### config.mk
export PLATFORM = sky130hd
export DESIGN_NAME = demux1x4_phys_flat
export DESIGN_NICKNAME = d
export VERILOG_FILES = /design/src/rtl/demux1x4_phys_if.sv /design/src/rtl/demux1x4_phys.sv /design/src/flat_wrapper.sv
export SDC_FILE = /design/constraint.sdc
export NUM_CORES = 1
export LEC_CHECK = 0
export BUFFER_PORTS_ARGS = -buffer_cell sky130_fd_sc_hd__buf_2
export CAP_MARGIN = 20
export CELL_PAD_IN_SITES_DETAIL_PLACEMENT = 0
export CELL_PAD_IN_SITES_GLOBAL_PLACEMENT = 1
export CORE_AREA = 4 4 80 82
export CTS_CLUSTER_SIZE = 8
export DETAILED_ROUTE_END_ITERATION = 10
export DIE_AREA = 0 0 84 86
export PLACE_DENSITY_LB_ADDON = 0.1
export SYNTH_ARGS = -nofsm -noshare
export SYNTH_HDL_FRONTEND = slang
export SYNTH_SLANG_ARGS = --single-unit
### constraint.sdc
create_clock -name clk -period 4.96 [get_ports clk]
set_input_delay 0 -clock clk [delete_from_list [all_inputs] [get_ports clk]]
set_output_delay 0 -clock clk [all_outputs]
set_load 0.02 [all_outputs]
### src/rtl/demux1x4_phys_if.sv
// Byte-stream and lane bundle for the 1:4 receive demultiplexer.
// The sof alignment input exists only when DEMUX_ALIGN_EN is defined.
interface demux1x4_phys_if #(
  parameter int WIDTH = 8
);
  logic [WIDTH-1:0] data_in;
  logic             valid_in;
`ifdef DEMUX_ALIGN_EN
  logic             sof;
`endif
  logic [WIDTH-1:0] out0;
  logic [WIDTH-1:0] out1;
  logic [WIDTH-1:0] out2;
  logic [WIDTH-1:0] out3;
  logic [3:0]       valid_out;
  logic             frame_stb;

`ifdef DEMUX_ALIGN_EN
  modport master (
    output data_in, valid_in, sof,
    input  out0, out1, out2, out3, valid_out, frame_stb
  );

  modport slave (
    input  data_in, valid_in, sof,
    output out0, out1, out2, out3, valid_out, frame_stb
  );
`else
  modport master (
    output data_in, valid_in,
    input  out0, out1, out2, out3, valid_out, frame_stb
  );

  modport slave (
    input  data_in, valid_in,
    output out0, out1, out2, out3, valid_out, frame_stb
  );
`endif
endinterface

### src/rtl/demux1x4_phys.sv
// 1:4 receive byte demultiplexer: one byte per clock over 4 slots, committed as a
// 4-lane word with per-lane valid every 4th clock. Optional sof alignment: DEMUX_ALIGN_EN.
module demux1x4_phys #(
  parameter int               WIDTH     = 8,
  parameter logic [WIDTH-1:0] IDLE_DATA = '0
) (
  input  logic            clk,
  input  logic            reset,
  demux1x4_phys_if.slave  bus
);

  logic [1:0]       slot;
  logic [1:0]       cur_slot;
  logic [WIDTH-1:0] lane_buf [3];
  logic [2:0]       bvalid;
  logic             align;

`ifdef DEMUX_ALIGN_EN
  assign align = bus.sof;
`else
  assign align = 1'b0;
`endif

  // sof re-times the current cycle as slot 0, aborting any partially captured frame
  assign cur_slot = align ? 2'd0 : slot;

  always_ff @(posedge clk or posedge reset) begin
    if (reset) begin
      slot          <= 2'd0;
      lane_buf[0]   <= '0;
      lane_buf[1]   <= '0;
      lane_buf[2]   <= '0;
      bvalid        <= 3'b000;
      bus.out0      <= IDLE_DATA;
      bus.out1      <= IDLE_DATA;
      bus.out2      <= IDLE_DATA;
      bus.out3      <= IDLE_DATA;
      bus.valid_out <= 4'b0000;
      bus.frame_stb <= 1'b0;
    end else begin
      slot          <= cur_slot + 2'd1;
      bus.frame_stb <= 1'b0;
      case (cur_slot)
        2'd0: begin
          bvalid <= {2'b00, bus.valid_in};
          if (bus.valid_in) lane_buf[0] <= bus.data_in;
        end
        2'd1: begin
          bvalid[1] <= bus.valid_in;
          if (bus.valid_in) lane_buf[1] <= bus.data_in;
        end
        2'd2: begin
          bvalid[2] <= bus.valid_in;
          if (bus.valid_in) lane_buf[2] <= bus.data_in;
        end
        default: begin
          // The slot-3 byte goes straight to its lane so the word commits this edge
          bus.out0      <= bvalid[0] ? lane_buf[0] : IDLE_DATA;
          bus.out1      <= bvalid[1] ? lane_buf[1] : IDLE_DATA;
          bus.out2      <= bvalid[2] ? lane_buf[2] : IDLE_DATA;
          bus.out3      <= bus.valid_in ? bus.data_in : IDLE_DATA;
          bus.valid_out <= {bus.valid_in, bvalid};
          bus.frame_stb <= 1'b1;
          bvalid        <= 3'b000;
        end
      endcase
    end
  end

endmodule

### src/flat_wrapper.sv
// flat-port wrapper written by rule: the top's interface ports become plain ports
module demux1x4_phys_flat 
#(
  parameter int               WIDTH     = 8,
  parameter logic [WIDTH-1:0] IDLE_DATA = '0
)
  (clk, reset, bus_data_in, bus_valid_in, bus_out0, bus_out1, bus_out2, bus_out3, bus_valid_out, bus_frame_stb);
  demux1x4_phys_if #(.WIDTH(WIDTH)) bus_i ();
  input  logic clk;
  input  logic reset;
  input wire logic [$bits(bus_i.data_in)-1:0] bus_data_in;
  input wire logic [$bits(bus_i.valid_in)-1:0] bus_valid_in;
  output wire logic [$bits(bus_i.out0)-1:0] bus_out0;
  output wire logic [$bits(bus_i.out1)-1:0] bus_out1;
  output wire logic [$bits(bus_i.out2)-1:0] bus_out2;
  output wire logic [$bits(bus_i.out3)-1:0] bus_out3;
  output wire logic [$bits(bus_i.valid_out)-1:0] bus_valid_out;
  output wire logic [$bits(bus_i.frame_stb)-1:0] bus_frame_stb;
  assign bus_i.data_in = bus_data_in;
  assign bus_i.valid_in = bus_valid_in;
  assign bus_out0 = bus_i.out0;
  assign bus_out1 = bus_i.out1;
  assign bus_out2 = bus_i.out2;
  assign bus_out3 = bus_i.out3;
  assign bus_valid_out = bus_i.valid_out;
  assign bus_frame_stb = bus_i.frame_stb;
  demux1x4_phys #(.WIDTH(WIDTH), .IDLE_DATA(IDLE_DATA)) u_core (.clk(clk), .reset(reset), .bus(bus_i));
endmodule
==> results of run 1 <==
## cell usage after synthesis (all sizes together)
cell type / instances / share of area
a21o: 4 / 0.012
a22o: 28 / 0.098
and2: 4 / 0.011
buf: 7 / 0.032
clkbuf: 2 / 0.0035
dfrtp: 66 / 0.66
ha: 5 / 0.025
inv: 8 / 0.012
mux2: 24 / 0.11
nand2: 6 / 0.012
nand3: 4 / 0.0080
o21ai: 7 / 0.014
## worst max-delay path: cells and delay by family (launching register included)
kind / cells / cell delay, ns
AO/OA/AOI/OAI: 1 / 0.31
adder cells (fa/ha/maj): 1 / 0.41
buffers and inverters: 1 / 0.33
flip-flops: 1 / 0.40
## logic make-up (layout without fill, tap and decap cells)
| family | Yosys count | in the layout | synth area share |
|---|---|---|---|
| AND/OR/NAND/NOR | 14 | 14 | 0.0312 |
| adder cells (fa/ha/maj) | 5 | 5 | 0.0251 |
| AO/OA/AOI/OAI | 39 | 39 | 0.125 |
| multiplexers | 24 | 24 | 0.109 |
| flip-flops | 66 | 66 | 0.663 |
| buffers and inverters | 17 | 77 | 0.0472 |
## power by group through the flow
stage | Combinational (mW) | Clock [mW] | Sequential, mW
final | 0.112 | 0.359 | 0.599
after global routing | 0.124 | 0.402 | 0.604
after CTS | 0.115 | 0.373 | 0.599
after detailed placement | 0.109 | 0 | 0.609
after global placement | 0.107 | 0 | 0.607
after floorplan | 0.0471 | 0 | 0.630
## registers in the layout, indices dropped and copies added, names as in the netlist
| name | cells |
|---|---|
| u_core.bus.valid_out | 4 |
| u_core.bus.out0 | 8 |
| u_core.bus.out2 | 8 |
| u_core.bus.frame_stb | 1 |
| u_core.lane_buf | 24 |
| u_core.cur_slot | 2 |
| u_core.bus.out1 | 8 |
| u_core.bvalid | 3 |
| u_core.bus.out3 | 8 |
## how the worst max path moves through the flow
stage	from	endpoint	slack, ns
after floorplan	reset	u_core.bus.frame_stb	3.31
after global placement	u_core.cur_slot[0]	u_core.bus.out0[0]	3.43
after detailed placement	u_core.cur_slot[0]	u_core.bus.out0[0]	3.36
after CTS	u_core.cur_slot[1]	u_core.bus.out0[0]	3.36
after global routing	u_core.cur_slot[1]	u_core.bus.out0[0]	3.20
final	u_core.cur_slot[1]	u_core.bus.out0[0]	3.38
## through the flow
step | hold slack (ns) | cell area, sq um | setup slack, ns
floorplan | 0.129 | 2490 | 3.31
global placement | 0.270 | 2740 | 3.43
detailed placement | 0.285 | 2740 | 3.36
CTS | 0.00373 | 2980 | 3.36
global route | 0.0378 | 2980 | 3.20
finish | 0.0280 | 2980 | 3.38
## metal layers
layer  share of wire  up-vias
met1            0.44      777
met4           0.023        0
met5               0        -
met3           0.045       10
met2            0.49       38
li1                -      703
## final cells by class
type                            count  area (sq um)
Inverter                            8          30.0
Fill cell                         506          2770
Sequential cell                    66          1650
Timing Repair Buffer               57           333
Clock inverter                      1          5.00
Clock buffer                       11           141
Tap cell                           75          93.8
Multi-Input combinational cell     82           721
==> PnR_summary.wiki, run 1 <==
{| class="wikitable"
! Metric !! Value
|-
| H-tree lvl count || 3
|-
| Layout cell share with drive strength beyond 1 || 0.396
|-
| Wire length of the first global-routing pass || 8.59 mm
|-
| Overall global routing resource usage || 0.159
|-
| Worst hold path endpoint || u_core.bus.out3[6]
|-
| Clock transition at the register clock pins on the worst setup and hold paths after CTS || 0.06 ns
|-
| Most common cell after layout, fill and taps aside || sky130_fd_sc_hd__dfrtp_1
|-
| Max-slew headroom at the worst pin || 0.471
|-
| Power density over cell area || 360 nW/um^2
|-
| Drt first-iter violations || 58
|-
| Die Footprint || 7220 sq um
|-
| Min-Delay Path Depth || 3
|-
| Number of port buffers || 47
|-
| Worst-path cell chain || ha_1 > inv_2 > a22o_1
|-
| Avg Inst Size Synth || 15.1 sq um
|-
| CTS tree || yes
|-
| Overall via count from detail_route || 1528
|-
| Status || finished, final reports clean
|-
| Sw frac || 0.240
|-
| Via-per-instance ratio || 5.09
|-
| Flop pwr share || 0.560
|-
| Worst hold path startpoint || bus_valid_in
|-
| Critical-path maximum fanout || 32
|-
| Max incr delay on CP || 0.41 ns
|-
| Final ANT Viol Nets || 0
|-
| Number of distinct library cells after synthesis || 16
|-
| Final routed wire length divided by cell count || 16.6 microns
|-
| X dimension of the die || 84 microns
|-
| Clock Latency Late Sink || 0.33 ns
|-
| Final count of pins violating max slew || 0
|-
| Layout overhead on the synthesized area || 19.5%
|-
| Post-Syn Instances || 165
|-
| Post-CTS setup buffer count || 0
|-
| Number of failing setup endpoints in the final timing report || 0
|-
| Leakage component of the power || 1.47 nW
|-
| Crit path time final || 1.58 ns
|-
| Clk root buf || sky130_fd_sc_hd__clkbuf_8
|-
| Required time of the critical path || 5.17 ns
|-
| Io pins || 48
|-
| Count of synthesis-stage warnings from yosys || 0
|-
| HPWL reported at the end of detailed placement || 3.34 mm
|-
| Reg-to-Reg End || u_core.bus.out0[0]
|-
| Final core utilization || 0.518
|-
| GR met3 Demand/Resource || 0.0451
|-
| Peak supply drop || 0.141 mV
|-
| Most used cells in the layout excluding fill and tap cells || sky130_fd_sc_hd__dfrtp_1, sky130_fd_sc_hd__buf_2, sky130_fd_sc_hd__a22o_1, sky130_fd_sc_hd__mux2_2, sky130_fd_sc_hd__clkbuf_8
|-
| Most Crowded Layer GR || met2
|-
| Number of placed instances with taps included || 279
|-
| Kind of capture point of the worst setup path || flop
|-
| Mapped cell area || 2490 sq um
|-
| CTS buffer count || 9
|-
| Pin count of the biggest net entering global routing || 67
|-
| Overall die height || 86 microns
|-
| Number of non-filler instances in the completed layout || 300
|-
| Data arrival at the endpoint of the critical path || 1.79 ns
|-
| Number of max-capacitance violations reported || 0
|-
| Number of synthesized register bits || 66
|-
| Cell with the largest stage delay on the worst path || sky130_fd_sc_hd__ha_1
|-
| Net load switching power || 0.256 mW
|-
| R2r worst-path depth || 3
|-
| Residual DRC count || 0
|-
| Logic gate share of total power || 0.105
|-
| Antenna Diode Count || 0
|-
| Clock share of power || 0.335
|-
| Max Clock Freq || 633 MHz
|-
| Placeable Area || 5750 sq um
|-
| Worst clock skew || 0.00561 ns
|-
| Post-cts hold buffer count || 9
|-
| Slew at the pin closest to its max-slew limit || 0.794 ns
|-
| Worst setup SP type || flop
|-
| GRT met2 Usage || 0.238
|-
| Pre-antenna DRT Iters || 4
|-
| Net total in the final layout || 240
|-
| Syn_nets || 181
|-
| Startpoint of the worst-slack reg-to-reg timing path || u_core.cur_slot[1]
|-
| Post-CTS Resized || 0
|-
| Internal Pwr Total || 0.813 mW
|-
| TNS Setup || 0 ns
|-
| Sequential cell area fraction in the yosys report || 0.663
|-
| Min-delay worst type || input port to flop
|-
| Crit path kind || flop to flop
|-
| Placer congestion estimate || 0.743
|-
| Initial standard-cell utilization of the core || 0.433
|-
| Clock sink total || 66
|-
| Wire length after detailed routing || 4.98 mm
|-
| Clk buf depth || 2
|-
| Reg-to-reg slack, setup || 3.38 ns
|-
| Sum of overflow across all layers after global routing || 0
|-
| RSZ-0062 raised after global routing || no
|-
| Number of endpoints with negative hold slack in the final report || 0
|-
| Row cnt || 28
|-
| Total design power || 1.07 mW
|-
| Period utilization || 0.318
|-
| Number of global-route vias before repair || 1593
|-
| Antenna violations before repair || 0
|-
| Met1 usage in global routing || 0.208
|}
Note: power is estimated with default switching activity, not from simulation.
==> run 2, diff against run 1 <==
Settings changed: CORE_AREA 4 4 80 82 to 4 4 84 86, DIE_AREA 0 0 84 86 to 0 0 88 90.
Clock period 4.96 ns to 1.3 ns, I/O delays scaled along.
==> PnR_summary.wiki, run 2 (synthesis gave the netlist of run 1 again) <==
{| class="wikitable"
! Metric !! Value
|-
| Final count of pins violating max slew || 0
|-
| Number of max-capacitance violations reported || 0
|-
| Number of endpoints with negative hold slack in the final report || 0
|-
| Data arrival at the endpoint of the critical path || 1.50 ns
|-
| TNS Setup || 0 ns
|-
| Clock transition at the register clock pins on the worst setup and hold paths after CTS || 0.07 ns
|-
| Wire length of the first global-routing pass || 8.97 mm
|-
| Io pins || 48
|-
| H-tree lvl count || 3
|-
| HPWL reported at the end of detailed placement || 3.59 mm
|-
| Placeable Area || 6280 sq um
|-
| RSZ-0062 raised after global routing || yes
|-
| Wire length after detailed routing || 5.45 mm
|-
| Most common cell after layout, fill and taps aside || sky130_fd_sc_hd__dfrtp_1
|-
| Met1 usage in global routing || 0.211
|-
| Number of non-filler instances in the completed layout || 319
|-
| Power density over cell area || 1350 nW/um^2
|-
| Layout cell share with drive strength beyond 1 || 0.479
|-
| Pre-antenna DRT Iters || 4
|-
| X dimension of the die || 88 microns
|-
| Row cnt || 29
|-
| Number of global-route vias before repair || 1697
|-
| Final ANT Viol Nets || 0
|-
| Overall via count from detail_route || 1569
|-
| Most used cells in the layout excluding fill and tap cells || sky130_fd_sc_hd__dfrtp_1, sky130_fd_sc_hd__buf_2, sky130_fd_sc_hd__a22o_1, sky130_fd_sc_hd__mux2_2
|-
| Final routed wire length divided by cell count || 17.1 microns
|-
| Max Clock Freq || 778 MHz
|-
| Final core utilization || 0.516
|-
| Period utilization || 0.988
|-
| Residual DRC count || 0
|-
| Clock Latency Late Sink || 0.34 ns
|-
| Placer congestion estimate || 0.804
|-
| Leakage component of the power || 1.58 nW
|-
| Net total in the final layout || 253
|-
| Worst setup SP type || flop
|-
| Max-slew headroom at the worst pin || 0.723
|-
| Critical-path maximum fanout || 16
|-
| Clk buf depth || 2
|-
| Overall die height || 90 microns
|-
| Number of port buffers || 47
|-
| Slew at the pin closest to its max-slew limit || 0.415 ns
|-
| GRT met2 Usage || 0.218
|-
| Peak supply drop || 0.634 mV
|-
| Post-placement setup slack || -0.165 ns
|-
| Required time of the critical path || 1.52 ns
|-
| Worst clock skew || 0.00938 ns
|-
| Max FFs per register || 24
|-
| CTS buffer count || 9
|-
| Total design power || 4.37 mW
|-
| Post-layout worst setup margin || 0.0152 ns
|-
| CTS tree || yes
|-
| Drt first-iter violations || 67
|-
| Clock sink total || 66
|-
| Kind of capture point of the worst setup path || flop
|-
| Antenna Diode Count || 0
|-
| Die Footprint || 7920 sq um
|-
| Number of failing setup endpoints in the final timing report || 0
|-
| Crit path time final || 1.28 ns
|-
| Overall global routing resource usage || 0.151
|-
| Min-delay worst type || input port to flop
|-
| Sum of overflow across all layers after global routing || 0
|-
| Largest Register || u_core.lane_buf
|-
| Clk root buf || sky130_fd_sc_hd__clkbuf_8
|-
| Layout overhead on the synthesized area || 30.0%
|-
| Number of placed instances with taps included || 287
|-
| Pin count of the biggest net entering global routing || 67
|-
| Status || finished, final reports clean
|-
| Via-per-instance ratio || 4.92
|-
| GR met3 Demand/Resource || 0.0439
|-
| Crit path kind || flop to flop
|-
| Antenna violations before repair || 0
|-
| Most Crowded Layer GR || met2
|-
| Initial standard-cell utilization of the core || 0.397
|}
==> run 2: layout make-up <==
cell class,instances,area (sq um)
clock inverters,6,57.6
multi-input cells,85,823
fillers,580,3040
inverters,8,33.8
clock buffers,10,128
well taps,77,96.3
flip-flops and latches,66,1650
repair buffers,67,445
==> run 2: critical path: stages, from the launching register on <==
cell                      delay, ns
sky130_fd_sc_hd__dfrtp_1       0.42
sky130_fd_sc_hd__ha_2          0.30
sky130_fd_sc_hd__inv_2         0.09
sky130_fd_sc_hd__buf_12        0.15
sky130_fd_sc_hd__a22o_1        0.22
==> run 2: path summary, 6_finish.rpt <==
kind                                    startpoint                       to  slack, ns  cells after the start
max                             u_core.cur_slot[0]       u_core.bus.out0[0]       0.02                      4
min                                   bus_valid_in       u_core.bus.out3[5]       0.15                      3
max reg2reg                     u_core.cur_slot[0]       u_core.bus.out0[0]       0.02                      4
min reg2reg                u_core.bus.valid_out[0]  u_core.bus.valid_out[0]       0.48                      1
max in group asynchronous                    reset       u_core.cur_slot[1]       0.70                      4
min in group asynchronous                    reset       u_core.bus.out1[3]       0.31                      4
==> run 2: timing repair <==
action / CTS / global route
gates cloned: 2 / 1
endpoints found under the hold margin: 97 / 0
buffers inserted: 2 / 2
endpoints found under the setup margin: 28 / 54
pin swaps: 2 / 1
hold buffers: 9 / 0
gates resized for setup: 6 / 15
==> run 2: per-stage QoR <==
stage	hold WS, ns	cell area, sq um
finish	0.154	3240
global route	0.167	3240
CTS	0.0774	3150
detailed placement	0.124	2830
global placement	0.111	2830
floorplan	0.129	2500
==> run 2: metal layers <==
layer	up-vias	wire, microns
met2	39	2550
met5	-	0
met1	789	2570
met4	0	59
met3	7	273
li1	734	-
==> run 2: power by group <==
part	internal (mW)	leakage (nW)	switching (mW)	total [mW]
logic	0.208	0.670	0.243	0.452
registers	2.20	0.816	0.0832	2.29
clock network	0.872	0.0958	0.760	1.63
total	3.29	1.58	1.09	4.37
